**src/rtl/hash_table_pkg.sv**
```systemverilog
// Shared hash-table types: RAM data word, table address width and the read-tag record.
// Used by data_table_rd_arbiter (optional statistics build macro: DATA_TABLE_RD_ARB_STATS_EN).
package hash_table;

  localparam int TABLE_ADDR_WIDTH = 8;
  localparam int DATA_WIDTH       = 32;
  localparam int MAX_SEARCH_ENG   = 16;
  localparam int MAX_ENG_W        = $clog2(MAX_SEARCH_ENG);

  typedef logic [DATA_WIDTH-1:0] ram_data_t;

  // Sized for the largest engine count so one tag format serves every instance.
  typedef logic [MAX_ENG_W-1:0] eng_idx_t;

  typedef struct packed {
    logic     valid;
    eng_idx_t engIdx;
  } rd_tag_t;

endpackage

```
**src/rtl/rr_arbiter.sv**
```systemverilog
// Purely combinational round-robin arbiter: scans req starting at ptr (wrapping at
// REQ_CNT) and returns a one-hot grant plus its index.
module rr_arbiter #(
  parameter  int REQ_CNT = 4,
  localparam int IDX_W   = $clog2(REQ_CNT)
) (
  input  logic [REQ_CNT-1:0] req,
  input  logic [IDX_W-1:0]   ptr,
  output logic [REQ_CNT-1:0] gnt,
  output logic [IDX_W-1:0]   gnt_idx
);

  localparam logic [IDX_W:0] REQ_CNT_W = (IDX_W+1)'(REQ_CNT);

  logic [IDX_W:0]   w_sum;
  logic [IDX_W-1:0] w_idx;
  logic             w_found;

  // Wrap is done against REQ_CNT explicitly so non-power-of-two counts never visit
  // indices that do not exist.
  always_comb begin
    gnt     = '0;
    gnt_idx = '0;
    w_found = 1'b0;
    w_sum   = '0;
    w_idx   = '0;
    for (int i = 0; i < REQ_CNT; i++) begin
      w_sum = {1'b0, ptr} + (IDX_W+1)'(i);
      if (w_sum >= REQ_CNT_W) begin
        w_sum = w_sum - REQ_CNT_W;
      end
      w_idx = w_sum[IDX_W-1:0];
      if (!w_found && req[w_idx]) begin
        w_found      = 1'b1;
        gnt[w_idx]   = 1'b1;
        gnt_idx      = w_idx;
      end
    end
  end

endmodule

```
**src/rtl/data_table_rd_arbiter.sv**
```systemverilog
// Shares one data-table RAM read port among ENG_CNT search engines, round-robin, and
// routes each read's data-valid back to its issuer. Statistics: DATA_TABLE_RD_ARB_STATS_EN.
module data_table_rd_arbiter
  import hash_table::*;
#(
  parameter  int ENG_CNT     = 4,
  parameter  int RAM_LATENCY = 2,
  parameter  int A_WIDTH     = TABLE_ADDR_WIDTH,
  localparam int ENG_W       = $clog2(ENG_CNT)
) (
  input  logic                            clk_i,
  input  logic                            rst_n_i,
  input  logic [ENG_CNT-1:0]              eng_rd_en_i,
  input  logic [ENG_CNT-1:0][A_WIDTH-1:0] eng_rd_addr_i,
  output logic [ENG_CNT-1:0]              eng_rd_avail_o,
  output logic [ENG_CNT-1:0]              eng_rd_data_val_o,
  output ram_data_t                       eng_rd_data_o,
  output logic [A_WIDTH-1:0]              ram_rd_addr_o,
  output logic                            ram_rd_en_o,
  input  ram_data_t                       ram_rd_data_i,
  output logic                            busy_o
`ifdef DATA_TABLE_RD_ARB_STATS_EN
  ,
  output logic [ENG_CNT-1:0][31:0]        stat_grant_cnt_o,
  output logic [31:0]                     stat_contention_cnt_o
`endif
);

  localparam logic [ENG_W-1:0] LAST_ENG = ENG_W'(ENG_CNT - 1);

  logic [ENG_CNT-1:0] w_req;
  logic [ENG_CNT-1:0] w_gnt;
  logic [ENG_W-1:0]   w_winner;
  logic               w_busy;
  logic [ENG_W-1:0]   r_rrPtr;
  rd_tag_t            r_tagPipe [RAM_LATENCY];

  // Requests are masked during reset so no grant or RAM access can leak out.
  assign w_req = rst_n_i ? eng_rd_en_i : '0;

  rr_arbiter #(
    .REQ_CNT (ENG_CNT)
  ) u_rrArbiter (
    .req     (w_req),
    .ptr     (r_rrPtr),
    .gnt     (w_gnt),
    .gnt_idx (w_winner)
  );

  assign eng_rd_avail_o = w_gnt;
  assign ram_rd_en_o    = |w_gnt;
  assign ram_rd_addr_o  = ram_rd_en_o ? eng_rd_addr_i[w_winner] : '0;
  assign eng_rd_data_o  = ram_rd_data_i;

  always_ff @(posedge clk_i) begin
    if (!rst_n_i) begin
      r_rrPtr <= '0;
    end else if (ram_rd_en_o) begin
      r_rrPtr <= (w_winner == LAST_ENG) ? '0 : w_winner + 1'b1;
    end
  end

  // One tag per RAM pipeline stage; reset drops reads already in flight.
  always_ff @(posedge clk_i) begin
    if (!rst_n_i) begin
      for (int i = 0; i < RAM_LATENCY; i++) begin
        r_tagPipe[i] <= '0;
      end
    end else begin
      r_tagPipe[0] <= '{valid: ram_rd_en_o, engIdx: eng_idx_t'(w_winner)};
      for (int i = 1; i < RAM_LATENCY; i++) begin
        r_tagPipe[i] <= r_tagPipe[i-1];
      end
    end
  end

  always_comb begin
    eng_rd_data_val_o = '0;
    if (r_tagPipe[RAM_LATENCY-1].valid) begin
      eng_rd_data_val_o[r_tagPipe[RAM_LATENCY-1].engIdx[ENG_W-1:0]] = 1'b1;
    end
  end

  always_comb begin
    w_busy = 1'b0;
    for (int i = 0; i < RAM_LATENCY; i++) begin
      w_busy = w_busy | r_tagPipe[i].valid;
    end
  end

  assign busy_o = w_busy;

`ifdef DATA_TABLE_RD_ARB_STATS_EN
  logic [ENG_CNT-1:0][31:0] r_grantCnt;
  logic [31:0]              r_contentionCnt;
  logic                     w_multiReq;

  // Clearing the lowest set bit leaves something only when two or more were set.
  assign w_multiReq = |(eng_rd_en_i & (eng_rd_en_i - 1'b1));

  always_ff @(posedge clk_i) begin
    if (!rst_n_i) begin
      r_grantCnt      <= '0;
      r_contentionCnt <= '0;
    end else begin
      if (ram_rd_en_o && (r_grantCnt[w_winner] != '1)) begin
        r_grantCnt[w_winner] <= r_grantCnt[w_winner] + 32'd1;
      end
      if (w_multiReq && (r_contentionCnt != '1)) begin
        r_contentionCnt <= r_contentionCnt + 32'd1;
      end
    end
  end

  assign stat_grant_cnt_o      = r_grantCnt;
  assign stat_contention_cnt_o = r_contentionCnt;
`endif

endmodule

```
**config.mk**
```make
export PLATFORM = sky130hd
export DESIGN_NAME = data_table_rd_arbiter
export DESIGN_NICKNAME = d
export VERILOG_FILES = /design/src/rtl/hash_table_pkg.sv /design/src/rtl/rr_arbiter.sv /design/src/rtl/data_table_rd_arbiter.sv
export SDC_FILE = /design/constraint.sdc
export NUM_CORES = 1
export LEC_CHECK = 0
export CAP_MARGIN = 40
export CORE_AREA = 2 2 70 72
export CTS_CLUSTER_DIAMETER = 150
export DETAILED_ROUTE_END_ITERATION = 16
export DIE_AREA = 0 0 72 74
export PLACE_DENSITY = 0.84
export SYNTH_ARGS = -nofsm -noshare
export SYNTH_HDL_FRONTEND = slang
export SYNTH_SLANG_ARGS = --single-unit
```
**constraint.sdc**
```tcl
create_clock -name clk_i -period 7 [get_ports clk_i]
set_input_delay 1.4 -clock clk_i [delete_from_list [all_inputs] [get_ports clk_i]]
set_output_delay 1.4 -clock clk_i [all_outputs]
set_load 0.01 [all_outputs]
```
==> results.txt, run 1 <==
The flow ran to the end, and the final reports show no timing, DRC or antenna violations. The count of max-cap constraint violations came out at 0. The total count of hold-check failures in the final report was 0.

The initial core utilization came out at 28.8%. The critical path capture point type is an output port. The die outline width came out at 72 um. The number of slew-limit violations in the final report came out at 0. The simple logic cell fraction of the synthesized area is 20.9%.

The normalized max-slew margin is 50.6%. The portion of the post-synthesis area used by sequential elements came out at 12.1%. The worst-case setup slack after placement came out at 1.02 ns.

The number of fillers in the final layout is 456. The number of nets with antenna violations after routing is 0. Clock tree synthesis selected as its root buffer the cell sky130_fd_sc_hd__clkbuf_8. The number of antenna repair diodes is 0. The cell accounting for the most synthesized area is sky130_fd_sc_hd__buf_4.

Power spread over the standard cell area amounts to 369 nW/um^2. The first routing iteration left 95 violations. The die covers 5330 sq um. The synthesized netlist devotes 13.6% of its cell area to compound gates. The first-pass GRT wire length came out at 4600 um. The number of enable flip-flop cells after synthesis came out at 0. The total DRC errors in the routed layout came out at 0.

The number of warnings printed during yosys synthesis came out at 0. For the worst-skew pair, the clock arrives at the later sink with an insertion delay of 0.22 ns. The clock passes through at most 2 buffers. Of the cells placed in the final design, the portion with a size suffix greater than 1 is 9.04%.

The area of the placeable core is 4600 sq um. The worst setup path is launched from an input pin. The slew of the pin with the lowest slew margin came out at 0.735 ns. In the post-synthesis netlist, the biggest area contributors are sky130_fd_sc_hd__buf_4 19%, sky130_fd_sc_hd__mux4_1 14%, sky130_fd_sc_hd__dfxtp_1 12%.

The final critical-path required period came out at 5.96 ns. The congestion estimate from routability-driven global placement came to 0.786. For this design the top-level I/O count stands at 120. The peak supply drop is 121 uV. Setup slack on the critical path of the routed design comes to 1.04 ns.

Setup violations remaining at the end of the flow were counted as 0. The global router's overall resource usage came out at 10.8%. In the layout the commonest cells are 55 x sky130_fd_sc_hd__clkdlybuf4s50_1, 11 x sky130_fd_sc_hd__inv_1, 9 x sky130_fd_sc_hd__nand2_1. The area taken by multi-input logic gates is 843 sq um. STA puts the critical path data arrival time at 4.56 ns. CTS built an H-tree with a depth of 1.

The worst clock skew is 0.000216 ns. The area share of fa/ha/maj cells after synthesis came out at 7.55%. The number of detailed-route iterations in the first pass is 4. Summing all non-filler instances in the final layout gives an area of 1710 sq um.

The required time at the endpoint of the critical path is 5.60 ns. The detailed-placement wirelength estimate came out at 2330 um. The detailed-route via count is 1084.

After synthesis, the mean cell area works out to 9.14 sq um. The total of buffers placed on input and output ports came out at 55. The number of buffers created by CTS came out at 3.

Global routing finished with a remaining overflow of 0. The post-synthesis cell type count came out at 43. The total area of sequential cells came out at 160 sq um. The most common flop cell mapped by yosys is sky130_fd_sc_hd__dfxtp_1.

The maximum number of pins on one net before global-route repair is 15. In this run the vertical extent of the chip is 74 um. In this run the worst path has a maximum fanout of 11. After routing, the total negative slack on setup checks comes to 0 ns. The average wire per standard cell came out at 13.2 um. The synthesized netlist occupies a cell area of 1330 sq um.

Measured against the total synthesized area, the mux share comes to 21.0%. The count of state elements after synthesis came out at 8. The final layout net count came out at 246. The area overhead of the layout relative to synthesis came out at 29.2%. The xor and xnor fraction of the mapped netlist area is 0.661%. The library cell used most frequently in the layout, excluding fill and tap cells, is sky130_fd_sc_hd__clkdlybuf4s50_1. After clock tree synthesis, the clock-pin slew on the worst setup and hold paths is 0.04 ns. The total nets after synthesis came out at 223.

The leakage power came out at 0.686 nW. The synthesized instance count is 145. The number of standard-cell rows in the floorplan came out at 25. The via count of the first global-routing pass was 1060. The number of setup buffers added after CTS came out at 0.

The number of hold buffers added after cts is 0. Setup repair after global routing left no endpoint under its margin. The maximum operating frequency came out at 168 MHz.

The total cell area at the placement stage is 1670 sq um. After synthesis, the largest family of logic cells by area is buffers and inverters. TritonCTS built the clock tree. The wire length after detailed routing came out at 2910 um. The number of antenna violations at the first check in global routing came out at 0. Once the clock tree was built, the resizer swapped 0 gates to a different size. The synthesized design devotes to its leading area cell type 19.3% of total area. The path class of the tightest hold or removal check is reg2reg. The via count normalized by instance count came out at 4.93.

Dividing the final minimum period by the clock period gives 85.2%. The proportion of synthesized flip-flops having asynchronous set or reset is 0%. The number of clock sinks came out at 8.

The category of the critical setup timing path is in2out.
==> cell type report <==
cell class                      count  share of cell area, %
Sequential cell                     8                   9.36
Inverter                           11                   2.41
Multi-Input combinational cell     88                   49.3
Clock buffer                        3                   2.41
Timing Repair Buffer               56                   32.6
Tap cell                           54                   3.95
==> layer usage <==
layer,up-vias,global-route usage (%),wire length [um]
met4,0,5.03,64
met5,-,0,0
met2,66,18.9,1430
met1,483,11.7,1130
met3,12,3.93,284
li1,523,-,-
==> power by group <==
group / leakage, nW / internal [mW] / switching (mW)
sequential: 0.0665 / 0.0630 / 0.0223
combinational: 0.598 / 0.271 / 0.223
clock: 0.0216 / 0.0370 / 0.0153
total: 0.686 / 0.371 / 0.261
==> flip-flops by register name (all words and copies together), names as in the netlist <==
register,flops
r_tagPipe,6
r_rrPtr,2
==> worst paths after layout <==
| kind | to | start | slack, ns | depth (start not counted) |
|---|---|---|---|---|
| worst max-delay path | ram_rd_addr_o[4] | rst_n_i | 1.04 | 8 |
| worst min-delay path | r_tagPipe[0][5] | r_tagPipe[0][0] | 0.43 | 1 |
| worst max register to register | r_rrPtr[1] | r_rrPtr[0] | 3.41 | 9 |
| worst min register to register | r_tagPipe[0][5] | r_tagPipe[0][0] | 0.43 | 1 |
==> Yosys cell counts (all sizes together), types with 3 or more instances <==
library cell	number
buf	36
inv	11
nand2	9
dfxtp	8
ha	8
mux4	8
nor2b	8
mux2i	6
o21ai	6
nand3	4
o2111ai	4
a21oi	3
and2	3
nor2	3
==> cell families (layout without fill, tap and decap cells) <==
logic type,count (synthesis),count (layout)
multiplexers,15,15
XOR/XNOR,1,1
flip-flops,8,8
AO/OA/AOI/OAI,21,21
buffers and inverters,49,70
adder cells (fa/ha/maj),8,8
AND/OR/NAND/NOR,43,43
==> stage by stage <==
| step | hold slack [ns] | power [mW] | cells | util, % |
|---|---|---|---|---|
| global route | 0.446 | 0.686 | 220 | 37.2 |
| global placement | 0.415 | 0.577 | 217 | 36.3 |
| finish | 0.429 | 0.632 | 220 | 37.2 |
| CTS | 0.431 | 0.645 | 220 | 37.2 |
| detailed placement | 0.423 | 0.586 | 217 | 36.3 |
| floorplan | 0.412 | 0.423 | 145 | - |
==> worst max-delay path, cell delays in order <==
cell                              delay, ns
sky130_fd_sc_hd__clkdlybuf4s50_1       0.67
sky130_fd_sc_hd__nand2_1               0.19
sky130_fd_sc_hd__o22a_1                0.30
sky130_fd_sc_hd__a211o_2               0.34
sky130_fd_sc_hd__a21oi_4               0.38
sky130_fd_sc_hd__mux4_1                0.61
sky130_fd_sc_hd__nor2b_1               0.15
sky130_fd_sc_hd__clkdlybuf4s50_1       0.51
No activity file was read; power rests on OpenSTA's default activity.
==> run 2, diff against run 1 <==
Settings changed: REMOVE_ABC_BUFFERS set to 1.
==> run 2 against run 1 <==
Register-to-register slack gained 0.38 ns. Global-route usage is 4.3 points higher. Sequential share of layout area stayed put. Die area unchanged. Clock power about the same. Power barely moved. Largest power group unchanged.
==> results.txt, run 2 (same netlist as run 1, synthesis figures left out) <==
The flow ran to the end, and the final reports show no timing, DRC or antenna violations. The number of setup buffers added after CTS came out at 0. In the layout the commonest cells are 55 x sky130_fd_sc_hd__clkdlybuf4s50_1, 11 x sky130_fd_sc_hd__inv_1, 9 x sky130_fd_sc_hd__nand2_1. The root cell of the clock tree is sky130_fd_sc_hd__clkbuf_8. The maximum count of clock buffers along a single path came out at 2. The number of buffers created by CTS is 3. Row generation in the floorplan step produced 25 rows. The level count of the clock H-tree came out at 1. The clock transition at the registers of the reported paths came out at 0.04 ns. The worst setup path is captured at an output port. TritonCTS built the clock tree. In the final layout, the registers with the most flip-flops are r_tagPipe x6, r_rrPtr x2.

The library cell used most frequently in the layout, excluding fill and tap cells, is sky130_fd_sc_hd__clkdlybuf4s50_1. Global routing used 15.1% of the available tracks across all layers. The aggregate negative setup slack came out at 0 ns. The number of DRC violations after detailed-routing iteration 0 came out at 78.

The height of the die is 74 um. The final weighted congestion of routability-driven global placement came out at 0.831. The number of top-level design ports came out at 120. The area overhead of the layout relative to synthesis is 29.2%.

CTS saw 8 sinks. The number of nets with antenna violations after routing is 0. The initial core utilization is 28.8%. The sum of overflow across all layers after global routing came out at 0. The detailed-route via count came out at 1156. Entering global routing, the biggest net connects 15 pins. The total of buffers placed on input and output ports is 55.

The die outline width came out at 72 um. The sequential power share is 13.6%. The largest single stage delay on the critical path is 0.67 ns. Dividing total power by cell area gives a power density of 369 nW/um^2. The path class of the tightest hold or removal check is reg2reg. The leakage power came out at 0.686 nW. In the final routed layout, each cell accounts on average for 18.0 um.

Data arrives at the worst endpoint at 4.52 ns. The worst clock skew came out at 0.00199 ns. The most common cell type on the critical path is sky130_fd_sc_hd__clkdlybuf4s50_1. The final layout net count is 246. The total count of hold-check failures in the final report came out at 0. The area of the placeable core is 4600 sq um.

The final setup violation count is 0. The total DRC errors in the routed layout is 0. Post-CTS repair changed the size of 0 cells. STA classifies the critical path startpoint as an input pin.

The number of slew-limit violations in the final report is 0. The first-pass GRT wire length came out at 5930 um. The critical path goes through clkdlybuf4s50_1 > mux2i_1 > o22a_1 > a211o_2 > a21oi_4 > mux4_1 > nor2b_1 > clkdlybuf4s50_1. The pre-antenna-repair detailed-routing pass consisted of 4 iterations. The required time at the endpoint of the critical path is 5.60 ns. The final worst hold slack is 0.423 ns. The area of the die came out at 5330 sq um. In the final layout, the share of cells above drive strength 1 is 9.04%.

For this design, the CTS-stage hold fixing added 0 buffers. The relative contribution of combinational cells to total power came out at 78.2%. The detailed-placement wirelength estimate is 3160 um.

The maximum operating frequency came out at 169 MHz. Using the TritonRoute via totals, the vias-per-cell ratio works out to 5.25. The design internal power came out at 0.371 mW.

The normalized max-slew margin is 62.2%. The reported net switching power is 0.261 mW. The final layout contains routed wiring with a total length of 3960 um. Max-cap violations in this run came to 0.

The maximum fanout along the worst path is 10. The via count of the first global-routing pass came out at 1177. The total cell area at the placement stage came out at 1670 sq um.

The final worst-path cycle share came out at 84.5%. The peak supply drop is 111 uV. The flip-flop count of the largest register, all copies and words added came out at 6. Net switching is 41.3% of the power. Setup repair after global routing left no endpoint under its margin. The register with the most flip-flops in the final layout is r_tagPipe.

The number of antenna violations at the first check in global routing came out at 0. The repair_antennas step left the layout with diodes totalling 0. The part of the total power dissipated in the clock network came out at 8.2%. The slowest library cell on the worst path is sky130_fd_sc_hd__clkdlybuf4s50_1.

The final critical-path required period is 5.92 ns. The slew of the pin with the lowest slew margin is 0.567 ns. Once layout is done, the placed cells without fillers occupy 1710 sq um. The critical path is of the in2out type. Clock latency on the worst-skew pair, taken at its later pin, is 0.22 ns.
-- run 2: stage by stage --
step	setup WS (ns)	total power, mW	util (%)	cells
global route	0.922	0.688	37.2	220
CTS	1.06	0.641	37.2	220
detailed placement	1.07	0.584	36.3	217
floorplan	2.46	0.380	-	107
finish	1.08	0.632	37.2	220
global placement	1.11	0.578	36.3	217
-- run 2: worst paths after layout --
kind	startpoint	endpoint	slack (ns)	depth (start not counted)
max	eng_rd_en_i[1]	ram_rd_addr_o[2]	1.08	8
min	r_tagPipe[0][1]	r_tagPipe[0][6]	0.42	1
max reg2reg	r_rrPtr[0]	r_rrPtr[0]	3.79	9
min reg2reg	r_tagPipe[0][1]	r_tagPipe[0][6]	0.42	1
-- run 2: cell type report --
type / count / area, sq um
clock buffer: 3 / 41.3
fill: 459 / 2890
inverter: 11 / 41.3
multi-input combinational: 88 / 843
sequential: 8 / 160
tap: 54 / 67.6
timing repair buffer: 56 / 558
-- run 2: power groups by stage --
stage / sequential, mW / clock [mW] / combinational, mW
after global routing: 0.0892 / 0.0580 / 0.540
after floorplan: 0.0805 / 0 / 0.299
after detailed placement: 0.0863 / 0 / 0.498
after global placement: 0.0855 / 0 / 0.493
after CTS: 0.0855 / 0.0537 / 0.501
final: 0.0859 / 0.0520 / 0.494
-- run 2: layer usage --
| metal | wire length, um | vias to the layer above | global-route usage (%) |
|---|---|---|---|
| li1 | - | 528 | - |
| met1 | 1550 | 515 | 16.8 |
| met2 | 1570 | 111 | 20.9 |
| met3 | 815 | 2 | 14.2 |
| met4 | 24 | 0 | 2.52 |
| met5 | 0 | - | 4.63 |
-- run 2: critical path, delay by kind of cell --
family | cells | cell delay, ns
multiplexers | 2 | 0.81
AND/OR/NAND/NOR | 1 | 0.15
buffers and inverters | 2 | 1.15
AO/OA/AOI/OAI | 3 | 1.00
